`src/rtl/scoreboard_ctrl_if.sv`:
```
// rtl/scoreboard_ctrl_if.sv - issue-queue to hazard-scheduler signal bundle
interface scoreboard_ctrl_if #(
    parameter int AW    = 5,
    parameter int CNT_W = 16
);
    logic               stall_adv;
    logic               flash_ex;
    logic [1:0]         cand_valid;
    logic [4*AW-1:0]    cand_src_addr;
    logic [3:0]         cand_src_use;
    logic [2*AW-1:0]    cand_dst_addr;
    logic [1:0]         cand_dst_we;
    logic [1:0]         cand_load;
    logic [1:0]         issue_num;
    logic [11:0]        src_sel;
    logic [CNT_W-1:0]   hazard_stall_cnt;

    // Issue-queue / pipeline-control side
    modport master (
        output stall_adv, flash_ex, cand_valid, cand_src_addr, cand_src_use,
               cand_dst_addr, cand_dst_we, cand_load,
        input  issue_num, src_sel, hazard_stall_cnt
    );

    // Scheduler side
    modport slave (
        input  stall_adv, flash_ex, cand_valid, cand_src_addr, cand_src_use,
               cand_dst_addr, cand_dst_we, cand_load,
        output issue_num, src_sel, hazard_stall_cnt
    );
endinterface

```
`src/rtl/scoreboard_ctrl.sv`:
```
// rtl/scoreboard_ctrl.sv - dual-issue hazard scheduler with EX/MEM/CMT writer shadows
module scoreboard_ctrl #(
    parameter int AW    = 5,
    parameter int CNT_W = 16
) (
    input  logic              clk,
    input  logic              rst_n,
    scoreboard_ctrl_if.slave  sb
);
    // Shadow entries per stage, index = lane. Only EX needs the load flag:
    // once a load reaches MEM its result is bypassable at the end of MEM.
    logic [1:0]         ex_v_q, mem_v_q, cmt_v_q;
    logic [1:0][AW-1:0] ex_a_q, mem_a_q, cmt_a_q;
    logic [1:0]         ex_l_q;
    logic [CNT_W-1:0]   cnt_q;

    logic [3:0][2:0]    sel;
    logic [3:0]         rdy;
    logic [3:0][AW-1:0] src;
    logic [1:0][AW-1:0] dst;
    logic               raw;
    logic               iss0;
    logic               iss1;
    logic               blocked;

    // Unpack the flat candidate buses
    always_comb begin
        for (int j = 0; j < 4; j++) src[j] = sb.cand_src_addr[j*AW +: AW];
        for (int i = 0; i < 2; i++) dst[i] = sb.cand_dst_addr[i*AW +: AW];
    end

    // Youngest-first producer lookup and readiness for every source operand
    always_comb begin
        for (int j = 0; j < 4; j++) begin
            sel[j] = 3'd0;
            rdy[j] = 1'b1;
            if (sb.cand_src_use[j] && (src[j] != '0)) begin
                if (ex_v_q[1] && (ex_a_q[1] == src[j])) begin
                    sel[j] = 3'd2;
                    rdy[j] = ~ex_l_q[1];
                end else if (ex_v_q[0] && (ex_a_q[0] == src[j])) begin
                    sel[j] = 3'd1;
                    rdy[j] = ~ex_l_q[0];
                end else if (mem_v_q[1] && (mem_a_q[1] == src[j])) begin
                    sel[j] = 3'd4;
                end else if (mem_v_q[0] && (mem_a_q[0] == src[j])) begin
                    sel[j] = 3'd3;
                end else if (cmt_v_q[1] && (cmt_a_q[1] == src[j])) begin
                    sel[j] = 3'd6;
                end else if (cmt_v_q[0] && (cmt_a_q[0] == src[j])) begin
                    sel[j] = 3'd5;
                end
            end
        end
    end

    // In-order issue decision; candidate 1 never issues alone
    always_comb begin
        raw = sb.cand_dst_we[0] && (dst[0] != '0) &&
              ((sb.cand_src_use[2] && (src[2] == dst[0])) ||
               (sb.cand_src_use[3] && (src[3] == dst[0])));
        iss0 = sb.cand_valid[0] && rdy[0] && rdy[1] && !sb.stall_adv && !sb.flash_ex;
        iss1 = iss0 && sb.cand_valid[1] && rdy[2] && rdy[3] && !raw;
        blocked = sb.cand_valid[0] && !sb.stall_adv && !sb.flash_ex && !(rdy[0] && rdy[1]);
    end

    assign sb.issue_num        = {1'b0, iss0} + {1'b0, iss1};
    assign sb.src_sel          = {sel[3], sel[2], sel[1], sel[0]};
    assign sb.hazard_stall_cnt = cnt_q;

    // Shadow pipeline: advance when not stalled; a flash kills EX so nothing moves into MEM
    always_ff @(posedge clk) begin
        if (!rst_n) begin
            ex_v_q  <= '0;
            mem_v_q <= '0;
            cmt_v_q <= '0;
            ex_a_q  <= '0;
            mem_a_q <= '0;
            cmt_a_q <= '0;
            ex_l_q  <= '0;
        end else if (sb.stall_adv) begin
            if (sb.flash_ex) ex_v_q <= '0;
        end else begin
            cmt_v_q <= mem_v_q;
            cmt_a_q <= mem_a_q;
            mem_v_q <= sb.flash_ex ? 2'b00 : ex_v_q;
            mem_a_q <= ex_a_q;
            ex_v_q  <= {iss1 && sb.cand_dst_we[1] && (dst[1] != '0),
                        iss0 && sb.cand_dst_we[0] && (dst[0] != '0)};
            ex_a_q  <= dst;
            ex_l_q  <= sb.cand_load;
        end
    end

    // Saturating count of cycles where the oldest candidate waited on a data hazard
    always_ff @(posedge clk) begin
        if (!rst_n) begin
            cnt_q <= '0;
        end else if (blocked && (cnt_q != {CNT_W{1'b1}})) begin
            cnt_q <= cnt_q + 1'b1;
        end
    end
endmodule

```
`src/flat_wrapper.sv`:
```
// flat-port wrapper written by rule: the top's interface ports become plain ports
module scoreboard_ctrl_flat 
#(
    parameter int AW    = 5,
    parameter int CNT_W = 16
)
  (clk, rst_n, sb_stall_adv, sb_flash_ex, sb_cand_valid, sb_cand_src_addr, sb_cand_src_use, sb_cand_dst_addr, sb_cand_dst_we, sb_cand_load, sb_issue_num, sb_src_sel, sb_hazard_stall_cnt);
  scoreboard_ctrl_if #(.AW(AW), .CNT_W(CNT_W)) sb_i ();
  input  logic clk;
  input  logic rst_n;
  input wire logic [$bits(sb_i.stall_adv)-1:0] sb_stall_adv;
  input wire logic [$bits(sb_i.flash_ex)-1:0] sb_flash_ex;
  input wire logic [$bits(sb_i.cand_valid)-1:0] sb_cand_valid;
  input wire logic [$bits(sb_i.cand_src_addr)-1:0] sb_cand_src_addr;
  input wire logic [$bits(sb_i.cand_src_use)-1:0] sb_cand_src_use;
  input wire logic [$bits(sb_i.cand_dst_addr)-1:0] sb_cand_dst_addr;
  input wire logic [$bits(sb_i.cand_dst_we)-1:0] sb_cand_dst_we;
  input wire logic [$bits(sb_i.cand_load)-1:0] sb_cand_load;
  output wire logic [$bits(sb_i.issue_num)-1:0] sb_issue_num;
  output wire logic [$bits(sb_i.src_sel)-1:0] sb_src_sel;
  output wire logic [$bits(sb_i.hazard_stall_cnt)-1:0] sb_hazard_stall_cnt;
  assign sb_i.stall_adv = sb_stall_adv;
  assign sb_i.flash_ex = sb_flash_ex;
  assign sb_i.cand_valid = sb_cand_valid;
  assign sb_i.cand_src_addr = sb_cand_src_addr;
  assign sb_i.cand_src_use = sb_cand_src_use;
  assign sb_i.cand_dst_addr = sb_cand_dst_addr;
  assign sb_i.cand_dst_we = sb_cand_dst_we;
  assign sb_i.cand_load = sb_cand_load;
  assign sb_issue_num = sb_i.issue_num;
  assign sb_src_sel = sb_i.src_sel;
  assign sb_hazard_stall_cnt = sb_i.hazard_stall_cnt;
  scoreboard_ctrl #(.AW(AW), .CNT_W(CNT_W)) u_core (.clk(clk), .rst_n(rst_n), .sb(sb_i));
endmodule
```
`config.mk`:
```
export PLATFORM = sky130hd
export DESIGN_NAME = scoreboard_ctrl_flat
export DESIGN_NICKNAME = d
export VERILOG_FILES = /design/src/rtl/scoreboard_ctrl_if.sv /design/src/rtl/scoreboard_ctrl.sv /design/src/flat_wrapper.sv
export SDC_FILE = /design/constraint.sdc
export NUM_CORES = 1
export LEC_CHECK = 0
export ABC_CLOCK_PERIOD_IN_PS = 2400
export BUFFER_PORTS_ARGS = -buffer_cell sky130_fd_sc_hd__buf_2
export CORE_MARGIN = 10
export CORE_UTILIZATION = 30
export CTS_BUF_LIST = sky130_fd_sc_hd__clkbuf_4 sky130_fd_sc_hd__clkbuf_8
export DETAILED_ROUTE_END_ITERATION = 10
export PLACE_DENSITY = 0.5
export SYNTH_ARGS = -nofsm -noshare
export SYNTH_HDL_FRONTEND = slang
export SYNTH_SLANG_ARGS = --single-unit
export TNS_END_PERCENT = 50
```
`constraint.sdc`:
```
create_clock -name clk -period 2.4 [get_ports clk]
set_input_delay 0.12 -clock clk [delete_from_list [all_inputs] [get_ports clk]]
set_output_delay 0.12 -clock clk [all_outputs]
set_load 0.02 [all_outputs]
```
; Word-level counts from Yosys, hierarchy flattened
; Index checks and enable logic that the tools add are counted.
[op_classes]
n_mux = 42
n_reduce_logical = 60
n_eq_ne = 27
n_bitwise = 2
addsub = 2
[op_table]
columns = cell, n
row1 = equality test 5 bit, 26
row2 = 2-to-1 mux 3 bit, 28
row3 = logical AND 1 bit, 49
row4 = nonzero test 5 bit, 6
row5 = adder 16 x 1 -> 16 bit (second input constant), 1
row6 = inequality test 16 bit (second input constant), 1
row7 = 2-to-1 mux 1 bit, 12
row8 = logical NOT 1 bit, 4
row9 = 2-to-1 mux 2 bit, 2
row10 = adder 1 x 1 -> 2 bit, 1
row11 = inverter 1 bit, 2
row12 = logical OR 1 bit, 1
[word_totals]
elab_cells = 144
in_bits = 44
out_inout_bits = 30
regBits = 54

; Depth between registers and ports, before layout
[logic_depth]
depth_word = 16
depth_mapped = 10
mapped_depth_nobuf = 7

; Worst setup path after synthesis
; Ideal clock, no wire load.
[synth_timing]
path_kind = register to output
start = register u_core.ex_a_q[9] in the netlist's numbering
end = output sb_issue_num[0]
required_time_ps = 2280
slack_ps = 90
path_buffers = 3
t_arrival_ps = 2190
stages_incl_launch_ff = 11
path_cell_list = dfxtp_1 -> buf_2 -> xor2_1 -> nor4_1 -> and3_1 -> mux2i_1 -> o22a_1 -> buf_6 -> buf_2 -> nor2b_1 -> ha_1
[synth_between]
elab_chain_cells = 13
elab_cells_between_ends = 25
cone_classes = 1 x add/sub / 4 x eq/ne / 8 x mux / 12 x reduce/logical
[synth_rtl]
columns = item, line_no
row1 = start: declaration, scoreboard_ctrl.sv:13  ; logic [1:0][AW-1:0] ex_a_q, mem_a_q, cmt_a_q;
row2 = start signal: assignment, scoreboard_ctrl.sv:90  ; ex_a_q <= dst;
row3 = equality test 5 bit, scoreboard_ctrl.sv:38  ; if (ex_v_q[1] && (ex_a_q[1] == src[j])) begin
row4 = logical AND 1 bit, scoreboard_ctrl.sv:38
row5 = 2-to-1 mux 1 bit, scoreboard_ctrl.sv:38
row6 = 2-to-1 mux 1 bit, scoreboard_ctrl.sv:37  ; if (sb.cand_src_use[j] && (src[j] != '0)) begin
row7 = logical AND 1 bit (4 in series), scoreboard_ctrl.sv:62  ; iss0 = sb.cand_valid[0] && rdy[0] && rdy[1] && !sb.stall_adv && !sb.flash_ex;
row8 = logical AND 1 bit (4 in series), scoreboard_ctrl.sv:63  ; iss1 = iss0 && sb.cand_valid[1] && rdy[2] && rdy[3] && !raw;
row9 = adder 1 x 1 -> 2 bit *, scoreboard_ctrl.sv:67  ; assign sb.issue_num = {1'b0, iss0} + {1'b0, iss1};
row10 = end: declaration, flat_wrapper.sv:19  ; output wire logic [$bits(sb_i.issue_num)-1:0] sb_issue_num;
; Mark *: on every way between the ends. The rest lies on a longest branch, timed or not.

; Worst setup path in the final report
[layout_timing]
start = register u_core.ex_a_q[8] in the netlist's numbering
end = output sb_issue_num[0]
; Same word-level chain as after synthesis.

==> results_dict.tcl <==
set metrics [dict create \
    synth-async-reset-ratio_pct 0 \
    cellLeakagePower_uw 0.00244 \
    wl_per_cell_um 19.2 \
    fp.coreArea_mm2 0.0140 \
    cap_violations 0 \
    synth_edf_count 0 \
    final_cell_mix "xor2_1, buf_2, nor2_1" \
    drive_above_1_share_pct 28.4 \
    synth_top_family_by_area "XOR/XNOR gates" \
    cp_max_fo 6 \
    critPathCaptureType "primary output" \
    drtIter0Drc 282 \
    violations "negative setup slack" \
    worstPathArrival_ps 2460 \
    status "finished with violations" \
    io_pins 74 \
    dr.pass1.iters 4 \
    max_freq_ghz 0.388 \
    grt_max_degree 41 \
    netlist-cell-type-count 45 \
    instances_no_fill 785 \
    wl_um 15100 \
    ys_seq_area_share_pct 25.1 \
    area_growth_pct 23.0 \
    grt_usage_pct 14.5 \
    port_buffers 73 \
    die_h_um 140 \
    synthAdderAreaFrac_pct 0.581 \
    powerDensity_mw_per_mm2 390 \
    setup_viol 10 \
    worst_slack_ps -175 \
    grt_use_met2_pct 23.5 \
    synthSimpleGateAreaFrac_pct 23.8 \
    synth-main-ff-cell "dfxtp_1" \
    synth.mux.area_fraction_pct 9.07 \
    htree_levels 2 \
    worst_slew_pin_slew_ps 669 \
    max_slew_margin_pct 55.4 \
    final.period_utilization_pct 107 \
    initial_utilization_pct 30.8 \
    cts_tree "done" \
    synth_xor_area_share_pct 26.4 \
    clockBufferDepth 2 \
    ys_ff_latch 54 \
    ir_worst_vdd_mv 0.235 \
    finalClockSkew_ps 10.5 \
    cts_root_buf "clkbuf_8" \
    num-fill-cells 1477 \
    grt_pass1_vias 4057 \
    timing.hold.ws_ps 41.3 \
    timing.critical_path.mode_cell "buf_6" \
    grt_pass1_wl_um 23200 \
    antenna_found_initial 0 \
    hold_violations 0 \
    critPathMaxStageDelay_ps 400 \
    crit_path_top_delay_cell "dfxtp_4" \
    grt-ovfl-total 0 \
    nets 650 \
    use_met1_pct 18.9 \
    critPathKind "reg2out" \
    cts_buffers 5 \
    synth_area_mm2 0.00431 \
    hp-class "in2reg" \
    place_inst 767 \
    viasPerCell 5.22 \
    dieArea_mm2 0.0195 \
    hpwl_um 11500 \
    worst-path-buf-inv 2 \
    min_period_ps 2580 \
    ant_nets 0 \
    busiest_layer "met2" \
    critical_path.top_delay_family "simple AND/OR/NAND/NOR gates" \
    die_w_um 140 \
    clk_pin_slew_worst_paths_ps 120 \
    cts.sinks 54 \
    final_common_cell "xor2_1" \
    route.detailed.drc 0 \
    rsz0062_at_grt "true" \
    grtUsageMet3_pct 2.42 \
    vias 4099 \
    post-route-util_pct 37.8 \
    clk_latency_ps 330 \
    syn_inst 547 \
    rows 43 \
    required_ps 2280 \
    diodes 0 \
    syn_nets 593 \
    ys_warn_count 0 \
    slew_violations 0 \
    path_cells "buf_6 -> xor2_1 -> nor4_1 -> and3_2 -> mux2i_2 -> o22a_2 -> and4b_1 -> ha_1 -> buf_6" \
    critPathLaunchType "flip-flop" \
    place.gp.congestion 0.944 \
    avgSynthCellArea_um2 7.87 \
    synth_compound_area_share_pct 7.76 \
]
## state kept, by name, indices dropped and copies added (netlist names)
register	cells
u_core.sb.hazard_stall_cnt	16
u_core.cmt_a_q	10
u_core.ex_a_q	10
u_core.mem_a_q	10
u_core.cmt_v_q	2
u_core.ex_l_q	2
u_core.ex_v_q	2
u_core.mem_v_q	2
## logic make-up (layout without fill, tap and decap cells)
kind of cell,Yosys count,count (layout)
mux,39,39
buf+inv,74,132
xor+xnor,130,130
flops,54,54
compound gates,53,53
fa+ha+maj,2,2
simple gates,195,195
## path summary, 6_finish.rpt
check,slack (ps),endpoint,cells after the start,from
worst max-delay path,-180,sb_issue_num[0],9,u_core.ex_a_q[8]$_SDFFE_PN0N_
worst min-delay path,40,u_core.ex_l_q[0]$_SDFFE_PN0N_,3,sb_cand_load[0]
worst max register to register,-100,u_core.sb.hazard_stall_cnt[15]$_SDFFE_PN0P_,11,u_core.ex_a_q[8]$_SDFFE_PN0N_
worst min register to register,510,u_core.sb.hazard_stall_cnt[10]$_SDFFE_PN0P_,2,u_core.sb.hazard_stall_cnt[10]$_SDFFE_PN0P_
## metrics by stage
stage                     setup TNS, ps  cell area [um^2]  power, uW  setup slack [ps]
after floorplan                       0              4310       1260              89.7
after global placement            -17.0              4890       1390             -17.0
after detailed placement              0              4890       1400             0.963
after CTS                          -297              5060       2060              -183
after global routing              -2220              5290       2140              -269
final                              -849              5290       2060              -175
## cell type report
type | count | area [um^2] | area share, %
multi-input cells | 419 | 3050 | 57.7
inverters | 7 | 26.3 | 0.496
clock buffers | 5 | 68.8 | 1.30
well taps | 180 | 225 | 4.25
flip-flops and latches | 54 | 1100 | 20.9
clock inverters | 3 | 43.8 | 0.827
repair buffers | 117 | 772 | 14.6
## tightest hold or removal path, delay by kind of cell
kind | cells | cell delay, ps
buf+inv | 1 | 90
mux | 1 | 60
simple gates | 1 | 70
## Yosys cell counts (3+ instances only)
cell,count,area [um^2]
and3_1,22,138
nand4_1,3,18.8
o31ai_1,9,67.6
inv_1,7,26.3
buf_2,8,40.0
buf_1,11,41.3
o21ai_0,4,20.0
mux2i_1,39,390
or4_1,14,105
o21ai_1,6,30.0
dfxtp_1,54,1080
nor2_1,70,263
o21a_1,3,22.5
xor2_1,96,841
nor3b_1,3,22.5
xnor2_1,34,298
a21oi_1,20,100
nand3_1,14,70.1
nand2_1,15,56.3
nor4_1,30,188
nor3_1,5,25.0
nand2b_1,4,25.0
clkbuf_1,44,165
## layer usage
layer,vias to the layer above,wire length (um)
met5,-,0
met4,0,336
met3,23,704
met2,113,7090
met1,1989,6980
li1,1974,-
## power by group
group | switching [uW] | total [uW] | internal (uW) | leakage, uW
Sequential | 47.1 | 966 | 919 | 0.000446
Clock | 351 | 664 | 314 | 0.0000585
Combinational | 240 | 432 | 192 | 0.00194
Total | 637 | 2060 | 1420 | 0.00244
## what timing repair did
| action | CTS | global route |
|---|---|---|
| setup buffers | 4 | 5 |
| hold buffers | 0 | 0 |
| cloned | 0 | 2 |
| resized for setup | 13 | 43 |
| setup endpoints to repair | 2 | 22 |
| pin swaps | 4 | 21 |
No activity file was read; power rests on OpenSTA's default activity.
